## config.mk

```make
export PLATFORM = sky130hd
export DESIGN_NAME = axi4_slave_write_data
export DESIGN_NICKNAME = d
export VERILOG_FILES = /design/src/rtl/axi4_pkg.sv /design/src/rtl/axi4_burst_addr_gen.sv /design/src/rtl/axi4_slave_write_data.sv
export SDC_FILE = /design/constraint.sdc
export NUM_CORES = 1
export LEC_CHECK = 0
export CAP_MARGIN = 20
export CORE_MARGIN = 1
export CORE_UTILIZATION = 44
export CTS_CLUSTER_DIAMETER = 50
export DETAILED_ROUTE_END_ITERATION = 8
export HOLD_SLACK_MARGIN = 0.03
export PLACE_DENSITY = 0.77
export SLEW_MARGIN = 10
export SYNTH_ARGS = -nofsm -noshare
export SYNTH_HDL_FRONTEND = slang
export SYNTH_SLANG_ARGS = --single-unit
```

## constraint.sdc

```tcl
create_clock -name clk -period 3.6 [get_ports clk]
set_clock_uncertainty 0.15 [all_clocks]
set_input_delay 0.72 -clock clk [delete_from_list [all_inputs] [get_ports clk]]
set_output_delay 0.72 -clock clk [all_outputs]
set_load 0.03 [all_outputs]
```

## src/rtl/axi4_pkg.sv

```systemverilog
// Shared AXI4 definitions for the slave data-path stages: burst encodings,
// response codes and the write-data FSM state type.
package axi4_pkg;

    typedef enum logic [1:0] {
        BURST_FIXED = 2'b00,
        BURST_INCR  = 2'b01,
        BURST_WRAP  = 2'b10,
        BURST_RSVD  = 2'b11
    } burst_t;

    localparam logic [1:0] RESP_OKAY   = 2'b00;
    localparam logic [1:0] RESP_EXOKAY = 2'b01;
    localparam logic [1:0] RESP_SLVERR = 2'b10;
    localparam logic [1:0] RESP_DECERR = 2'b11;

    typedef enum logic [1:0] {
        ST_IDLE = 2'b00,
        ST_DATA = 2'b01,
        ST_RESP = 2'b10
    } state_t;

    // WRAP bursts are only legal with 2, 4, 8 or 16 beats.
    function automatic logic wrap_len_ok(input logic [7:0] len);
        return (len == 8'd1) || (len == 8'd3) || (len == 8'd7) || (len == 8'd15);
    endfunction

endpackage

```

## src/rtl/axi4_burst_addr_gen.sv

```systemverilog
// Combinational AXI4 next-beat address calculator (FIXED / INCR / WRAP),
// shared by the write-data and read-data stages.
module axi4_burst_addr_gen
    import axi4_pkg::*;
#(
    parameter int ADDR_WIDTH = 32
) (
    input  logic [ADDR_WIDTH-1:0] cur_addr,
    input  logic [2:0]            size,
    input  logic [7:0]            len,
    input  logic [1:0]            burst,
    output logic [ADDR_WIDTH-1:0] next_addr
);

    logic [ADDR_WIDTH-1:0] step;
    logic [ADDR_WIDTH-1:0] incr_addr;
    logic [ADDR_WIDTH-1:0] wrap_mask;

    always_comb begin
        step      = ADDR_WIDTH'(1) << size;
        incr_addr = cur_addr + step;
        // Wrap window is the total burst length in bytes, always a power of two when legal.
        wrap_mask = ((ADDR_WIDTH'(len) + ADDR_WIDTH'(1)) << size) - ADDR_WIDTH'(1);
        case (burst_t'(burst))
            BURST_INCR: next_addr = incr_addr;
            BURST_WRAP: next_addr = (cur_addr & ~wrap_mask) | (incr_addr & wrap_mask);
            default:    next_addr = cur_addr;
        endcase
    end

endmodule

```

## src/rtl/axi4_slave_write_data.sv

```systemverilog
// AXI4 slave write-data stage: latches one AW command per burst, writes W beats
// to a word-addressed memory port and hands ID/status to the response stage.
module axi4_slave_write_data
    import axi4_pkg::*;
#(
    parameter int ID_WIDTH   = 4,
    parameter int ADDR_WIDTH = 32,
    parameter int DATA_WIDTH = 32,
    parameter int MEM_DEPTH  = 1024
) (
    input  logic                          clk,
    input  logic                          rst,
    input  logic                          aw_cmd_valid,
    output logic                          aw_cmd_ready,
    input  logic [ID_WIDTH-1:0]           aw_id,
    input  logic [ADDR_WIDTH-1:0]         aw_addr,
    input  logic [7:0]                    aw_len,
    input  logic [2:0]                    aw_size,
    input  logic [1:0]                    aw_burst,
    input  logic                          wvalid,
    output logic                          wready,
    input  logic [DATA_WIDTH-1:0]         wdata,
    input  logic [DATA_WIDTH/8-1:0]       wstrb,
    input  logic                          wlast,
    output logic                          mem_we,
    output logic [$clog2(MEM_DEPTH)-1:0]  mem_addr,
    output logic [DATA_WIDTH-1:0]         mem_wdata,
    output logic [DATA_WIDTH/8-1:0]       mem_wstrb,
    input  logic                          b_resp_free,
    output logic                          b_transfer_done,
    output logic [ID_WIDTH-1:0]           b_bid_out,
    output logic [1:0]                    b_status_out
);

    localparam int BYTES  = DATA_WIDTH / 8;
    localparam int BSHIFT = $clog2(BYTES);
    localparam int MA_W   = $clog2(MEM_DEPTH);

    state_t                 state_reg, state_next;
    logic [ID_WIDTH-1:0]    id_reg;
    logic [ADDR_WIDTH-1:0]  addr_reg;
    logic [7:0]             len_reg;
    logic [2:0]             size_reg;
    logic [1:0]             burst_reg;
    logic [7:0]             beat_cnt_reg;
    logic [1:0]             err_reg;
    logic [ID_WIDTH-1:0]    bid_reg;
    logic [1:0]             status_reg;
    logic                   done_reg;

    logic                   cmd_hs;
    logic                   beat_hs;
    logic                   cmd_err;
    logic [ADDR_WIDTH-1:0]  align_mask;
    logic [ADDR_WIDTH-1:0]  word_addr;
    logic [ADDR_WIDTH-1:0]  next_addr;
    logic                   in_range;
    logic                   cnt_at_len;
    logic                   end_beat;
    logic [1:0]             err_beat;

    axi4_burst_addr_gen #(
        .ADDR_WIDTH (ADDR_WIDTH)
    ) u_addr_gen (
        .cur_addr  (addr_reg),
        .size      (size_reg),
        .len       (len_reg),
        .burst     (burst_reg),
        .next_addr (next_addr)
    );

    // Command legality, evaluated on the incoming AW fields at latch time.
    always_comb begin
        align_mask = (ADDR_WIDTH'(1) << aw_size) - ADDR_WIDTH'(1);
        cmd_err    = (aw_size > 3'(BSHIFT))
                  || (aw_burst == BURST_RSVD)
                  || ((aw_burst == BURST_WRAP) && !wrap_len_ok(aw_len))
                  || ((aw_burst == BURST_WRAP) && ((aw_addr & align_mask) != '0));
    end

    always_comb begin
        word_addr  = addr_reg >> BSHIFT;
        in_range   = word_addr < ADDR_WIDTH'(MEM_DEPTH);
        cnt_at_len = (beat_cnt_reg == len_reg);
        cmd_hs     = aw_cmd_valid && aw_cmd_ready;
        beat_hs    = wvalid && wready;
        end_beat   = beat_hs && (wlast || cnt_at_len);

        // Protocol (SLVERR) outranks and may overwrite a pending DECERR.
        err_beat = err_reg;
        if (beat_hs) begin
            if (wlast != cnt_at_len)
                err_beat = RESP_SLVERR;
            else if ((err_reg == RESP_OKAY) && !in_range)
                err_beat = RESP_DECERR;
        end
    end

    always_comb begin
        state_next   = state_reg;
        aw_cmd_ready = 1'b0;
        wready       = 1'b0;
        case (state_reg)
            ST_IDLE: begin
                aw_cmd_ready = b_resp_free && !rst;
                if (aw_cmd_valid && b_resp_free && !rst)
                    state_next = ST_DATA;
            end
            ST_DATA: begin
                wready = 1'b1;
                if (end_beat)
                    state_next = ST_RESP;
            end
            ST_RESP: state_next = ST_IDLE;
            default: state_next = ST_IDLE;
        endcase
    end

    always_comb begin
        mem_we    = beat_hs && (err_reg == RESP_OKAY) && in_range;
        mem_addr  = (state_reg == ST_DATA) ? word_addr[MA_W-1:0] : '0;
        mem_wdata = (state_reg == ST_DATA) ? wdata : '0;
        mem_wstrb = (state_reg == ST_DATA) ? wstrb : '0;
    end

    assign b_transfer_done = done_reg;
    assign b_bid_out       = bid_reg;
    assign b_status_out    = status_reg;

    always_ff @(posedge clk or posedge rst) begin
        if (rst) begin
            state_reg    <= ST_IDLE;
            id_reg       <= '0;
            addr_reg     <= '0;
            len_reg      <= '0;
            size_reg     <= '0;
            burst_reg    <= '0;
            beat_cnt_reg <= '0;
            err_reg      <= RESP_OKAY;
            bid_reg      <= '0;
            status_reg   <= RESP_OKAY;
            done_reg     <= 1'b0;
        end else begin
            state_reg <= state_next;
            done_reg  <= end_beat;
            if (cmd_hs) begin
                id_reg       <= aw_id;
                addr_reg     <= aw_addr;
                len_reg      <= aw_len;
                size_reg     <= aw_size;
                burst_reg    <= aw_burst;
                beat_cnt_reg <= '0;
                err_reg      <= cmd_err ? RESP_SLVERR : RESP_OKAY;
                bid_reg      <= '0;
                status_reg   <= RESP_OKAY;
            end else if (beat_hs) begin
                err_reg  <= err_beat;
                addr_reg <= next_addr;
                if (end_beat) begin
                    bid_reg    <= id_reg;
                    status_reg <= err_beat;
                end else begin
                    beat_cnt_reg <= beat_cnt_reg + 8'd1;
                end
            end
        end
    end

endmodule

```

# After elaboration in Yosys (flattened, before gate mapping)
# Index checks and enable logic that the tools add are counted.
# totals
ff_bits	68
latch_bits	0
ramBits	0
mem_bits_ro	0
wordCells	96
n_memories	0
# classes
add_sub_neg	5
mul	0
div	0
magnitude_cmp	2
n_eq_ne	14
n_shift	3
muxes	25
bitwise_logic	5
reduce_logical	31
# ops
op	n
32-bit AND	3
32-bit two-way mux	3
32-bit case mux with 2 select lines	1
1-bit by 3-bit left shift with 32-bit output (first input constant)	2
32-bit adder	1
32-bit inverter	1
32-bit bitwise OR	1
32-bit nonzero test	1
32-bit by 3-bit left shift with 32-bit output	1
32-bit by 1-bit subtractor with 32-bit output (second input constant)	1
32-bit by 2-bit subtractor with 32-bit output (second input constant)	1
30-bit by 11-bit less-than comparator with 1-bit output (second input constant)	1
8-bit two-way mux	3
2-bit two-way mux	10
4-bit two-way mux	4
1-bit logical AND	11
10-bit two-way mux	1
8-bit by 1-bit adder with 9-bit output (second input constant)	1
8-bit by 1-bit adder with 8-bit output (second input constant)	1
8-bit by 1-bit == test with 1-bit output (second input constant)	1
8-bit by 2-bit == test with 1-bit output (second input constant)	1
8-bit by 3-bit == test with 1-bit output (second input constant)	1
8-bit by 4-bit == test with 1-bit output (second input constant)	1
8-bit == test	1
other kinds (13)	32

# Depth between registers and ports, before layout
# logic_depth
ltp_word	10
ltp_mapped	17
depth_no_buf	13

# Hierarchy
# A second synthesis with hierarchy kept.
# hier_totals
hier_cells	877
area_unflattened_um2	6512.5
# modules_own_cells
mod	instances	cells_per_inst	area_each_um2
axi4_slave_write_data	1	401	3467.1
axi4_burst_addr_gen	1	476	3045.4

# Worst setup path before layout
# Ideal clock, no wire load.
# synth_path
path_kind	reg-to-reg
start	reg size_reg[2]
end	reg with a tool-made name
arrival_ps	3676
required_ps	3326
slack_ps	-350
path_stages_with_launch	17
path_buffers	3
synth_period_minus_slack_ps	3950
cell_sequence	dfrtp_1 clkbuf_1 clkbuf_1 buf_1 nor3_1 ha_1 inv_1 fa_1 nor2b_1 o21a_1 o21ai_0 a21oi_1 o21ai_0 a211oi_1 o21ai_2 o31a_1 o31a_1
# synth_rtl
item	line	text
start: declaration	axi4_slave_write_data.sv:43	logic [2:0] size_reg;
start signal: assignment	axi4_slave_write_data.sv:150	size_reg <= aw_size;

==> summary.md <==
| Metric | Value |
|---|---|
| Status | `completed` |
| Initial Util | `45.4%` |
| Hold endpoint | `id_reg[1]` |
| Worst-Skew Late Latency | `0.34 ns` |
| DP Area | `0.00725 sq mm` |
| CTS Sinks | `between 60 and 70` |
| Worst-path clk slew | `0.06 ns` |
| EDFF count, synth | `0` |
| Maximum clock frequency | `285 MHz` |
| R2r startpoint | `len_reg[0]` |
| Max-slew headroom | `37.2%` |
| Chip Height | `between 100 and 150 microns` |
| Vias in the first global route | `5633` |
| Core area | `0.0121 sq mm` |
| Layout cells sized above 1 | `a little under an eighth` |
| CTS buffer count | `9` |
| CP Data Required Time | `about 3.7 ns` |
| Initial antenna violation count | `0` |
| WL per Instance | `17.4 microns` |
| Final setup fails | `0` |
| Core Util, Final | `between 60% and 70%` |
| CTS tree | `yes` |
| Power Dens Cells | `850 mW/mm^2` |
| Critical path arrival | `around 3.6 ns` |
| Final Slew Violations | `0` |
| Largest area contributor in the synthesized netlist | `dfrtp_1` |
| Hold depth | `2` |
| Worst setup path class | `reg -> reg` |
| HP Start | `id_reg[1]` |
| Dpl ws | `roughly 0.11 ns` |
| Design area | `0.00770 sq mm` |
| Global-route wire length before repair | `28200 microns` |
| Final min period | `approximately 3.5 ns` |
| Ports | `147` |
| Top post-synthesis cells by count | `nand2_1, dfrtp_1, nor2_1` |
| Cell with the most instances after synthesis | `nand2_1` |
| Overflow left after global routing | `0` |
| Rows | `40` |
| Diode count | `0` |
| Root Buffer | `clkbuf_16` |
| Mux contribution to synthesized area | `under 10%` |
| Dpl hpwl | `13200 microns` |
| Seq/Total Area, Yosys | `31.0%` |
| XOR/XNOR share of the synthesized area | `under 10%` |
| Flip-flop and latch count after synthesis | `between 60 and 70` |
| GR Util All Layers | `27.8%` |
| Vias post-DR | `5788` |
| Main flop type after synthesis | `dfrtp_1` |
| DIE AREA | `0.0129 sq mm` |
| Antenna Nets Post-Route | `0` |
| HP Class | `reg -> reg` |
| Largest net degree at the start of global routing | `60` |
| Syn Inst Count | `681` |
| Actual slew at the worst max-slew pin | `approximately 0.94 ns` |
| Fill count | `1033` |
| Dominant cells by area after synthesis | `dfrtp_1, nand2_1, and2_1` |
| Min setup slack post-route | `0.0946 ns` |
| Mapped Nets | `787` |
| Fraction of registers with async set/reset | `between 90% and 100%` |
| Maximum Capacitance Violations | `0` |
| Post-synthesis adder-cell area fraction | `3.56%` |
| Synth top area share | `31.0%` |
| Residual DRC | `0` |
| R2R depth | `12` |
| YS warnings | `0` |
| Fin. Hold Viols | `0` |
| GP Congestion | `0.927` |
| Post-synthesis simple-gate area fraction | `28.8%` |
| 1st-iter DRT viols | `356` |
| Distinct cells, synth | `between 70 and 80` |
| Area Growth Syn to Fin | `40.6%` |
| Pwr Total | `0.00655 W` |
| Worst Path Max Fanout | `7` |
| Fin nets | `947` |
| Synth Area in Compound Gates | `21.7%` |
| Initial DRT Pass Iterations | `5` |
| Largest family of logic cells by synthesized area | `simple AND/OR/NAND/NOR gates` |
| Hold buffers post-CTS | `0` |
| Total wire length | `17700 microns` |
| Element type at the critical path end | `flop` |
| H-tree depth | `3` |
| Final period util | `97.4%` |
| Port Buffers | `146` |
| Die X | `roughly 110 microns` |
| VDD IR max | `~0.52 mV` |
| R2R Setup Slk | `about 0.095 ns` |
| Layout Cells excl Fill | `a little over 1000` |
| Pleak | `about 3.2 nW` |
| Synthesized area per cell | `8.05 sq um` |
| Vias/cell | `~5.7` |
| Placed cell count | `roughly 990` |
| CTS max path bufs | `2` |
| Worst setup SP type | `flop` |
| Mapped Area | `0.00548 sq mm` |
[worst max-delay path, stage by stage, from the launching register on]
cell and delay, ns:
dfrtp_1 0.39, ha_2 0.24, and4_2 0.31, o31ai_1 0.21
a211oi_1 0.12, a2111o_1 0.41, a211o_1 0.37, nor4_4 0.27
buf_4 0.19, buf_4 0.12, o211ai_1 0.15, xnor2_1 0.19
mux2_2 0.26
[per-layer routing]
metal	global-route usage, %	routed length [microns]	vias to the layer above
met5	0	0	-
met4	11.8	487	0
met3	5.84	1330	31
met2	49.0	8650	245
met1	32.7	7190	2758
li1	-	-	2754
[cell usage in the layout (no fill, tap or decap), types with 15 or more instances in the layout]
cell type        synthesis  final
nand3_1                 20     20
a211oi_1                18     15
nand2_1                 95     95
xor2_1                  27     27
nor2_1                  61     60
dfrtp_1                 68     65
buf_4                    4     44
inv_1                   17     16
a21oi_1                 35     35
and2_1                  50     50
clkdlybuf4s50_1          0    146
o21ai_0                 31     30
[stage by stage]
step / TNS [ns] / hold slack, ns
after global routing: -0.0169 / 0.366
after detailed placement: 0 / 0.317
after CTS: 0 / 0.331
after floorplan: 0 / 0.296
after global placement: 0 / 0.310
final: 0 / 0.329
[power by group]
group / switching, W / total (W) / internal, W
Clock: 0.000348 / 0.000949 / 0.000601
Combinational: 0.00233 / 0.00410 / 0.00178
Sequential: 0.000396 / 0.00150 / 0.00110
Total: 0.00307 / 0.00655 / 0.00348
[cell type report]
cell class              count  area, sq um  share of cell area (%)
multi-input cells         551         3580                    46.5
repair buffers            192         1830                    23.8
flip-flops and latches     68         1710                    22.1
clock buffers              10          229                    2.97
well taps                 168          210                    2.73
clock inverters             5         77.6                    1.01
inverters                  19         71.3                   0.926
[kinds of logic after synthesis]
family | after synthesis
AO/OA/AOI/OAI | 169
XOR/XNOR | 40
adder cells (fa/ha/maj) | 15
buffers and inverters | 62
flip-flops | 68
multiplexers | 17
AND/OR/NAND/NOR | 310
[how the worst max path moves through the flow]
stage,from,endpoint,slack (ns)
floorplan,size_reg[2],flop,0.03
global placement,len_reg[0],flop,0.20
detailed placement,len_reg[0],flop,0.11
CTS,len_reg[0],flop,0.08
global route,size_reg[0],flop,-0.02
finish,len_reg[0],flop,0.09
[what timing repair did]
action / CTS / global route
endpoints found under the setup margin: 0 / 22
buffers inserted: 0 / 9
gates resized for setup: 0 / 17
No activity file was read; power rests on OpenSTA's default activity.
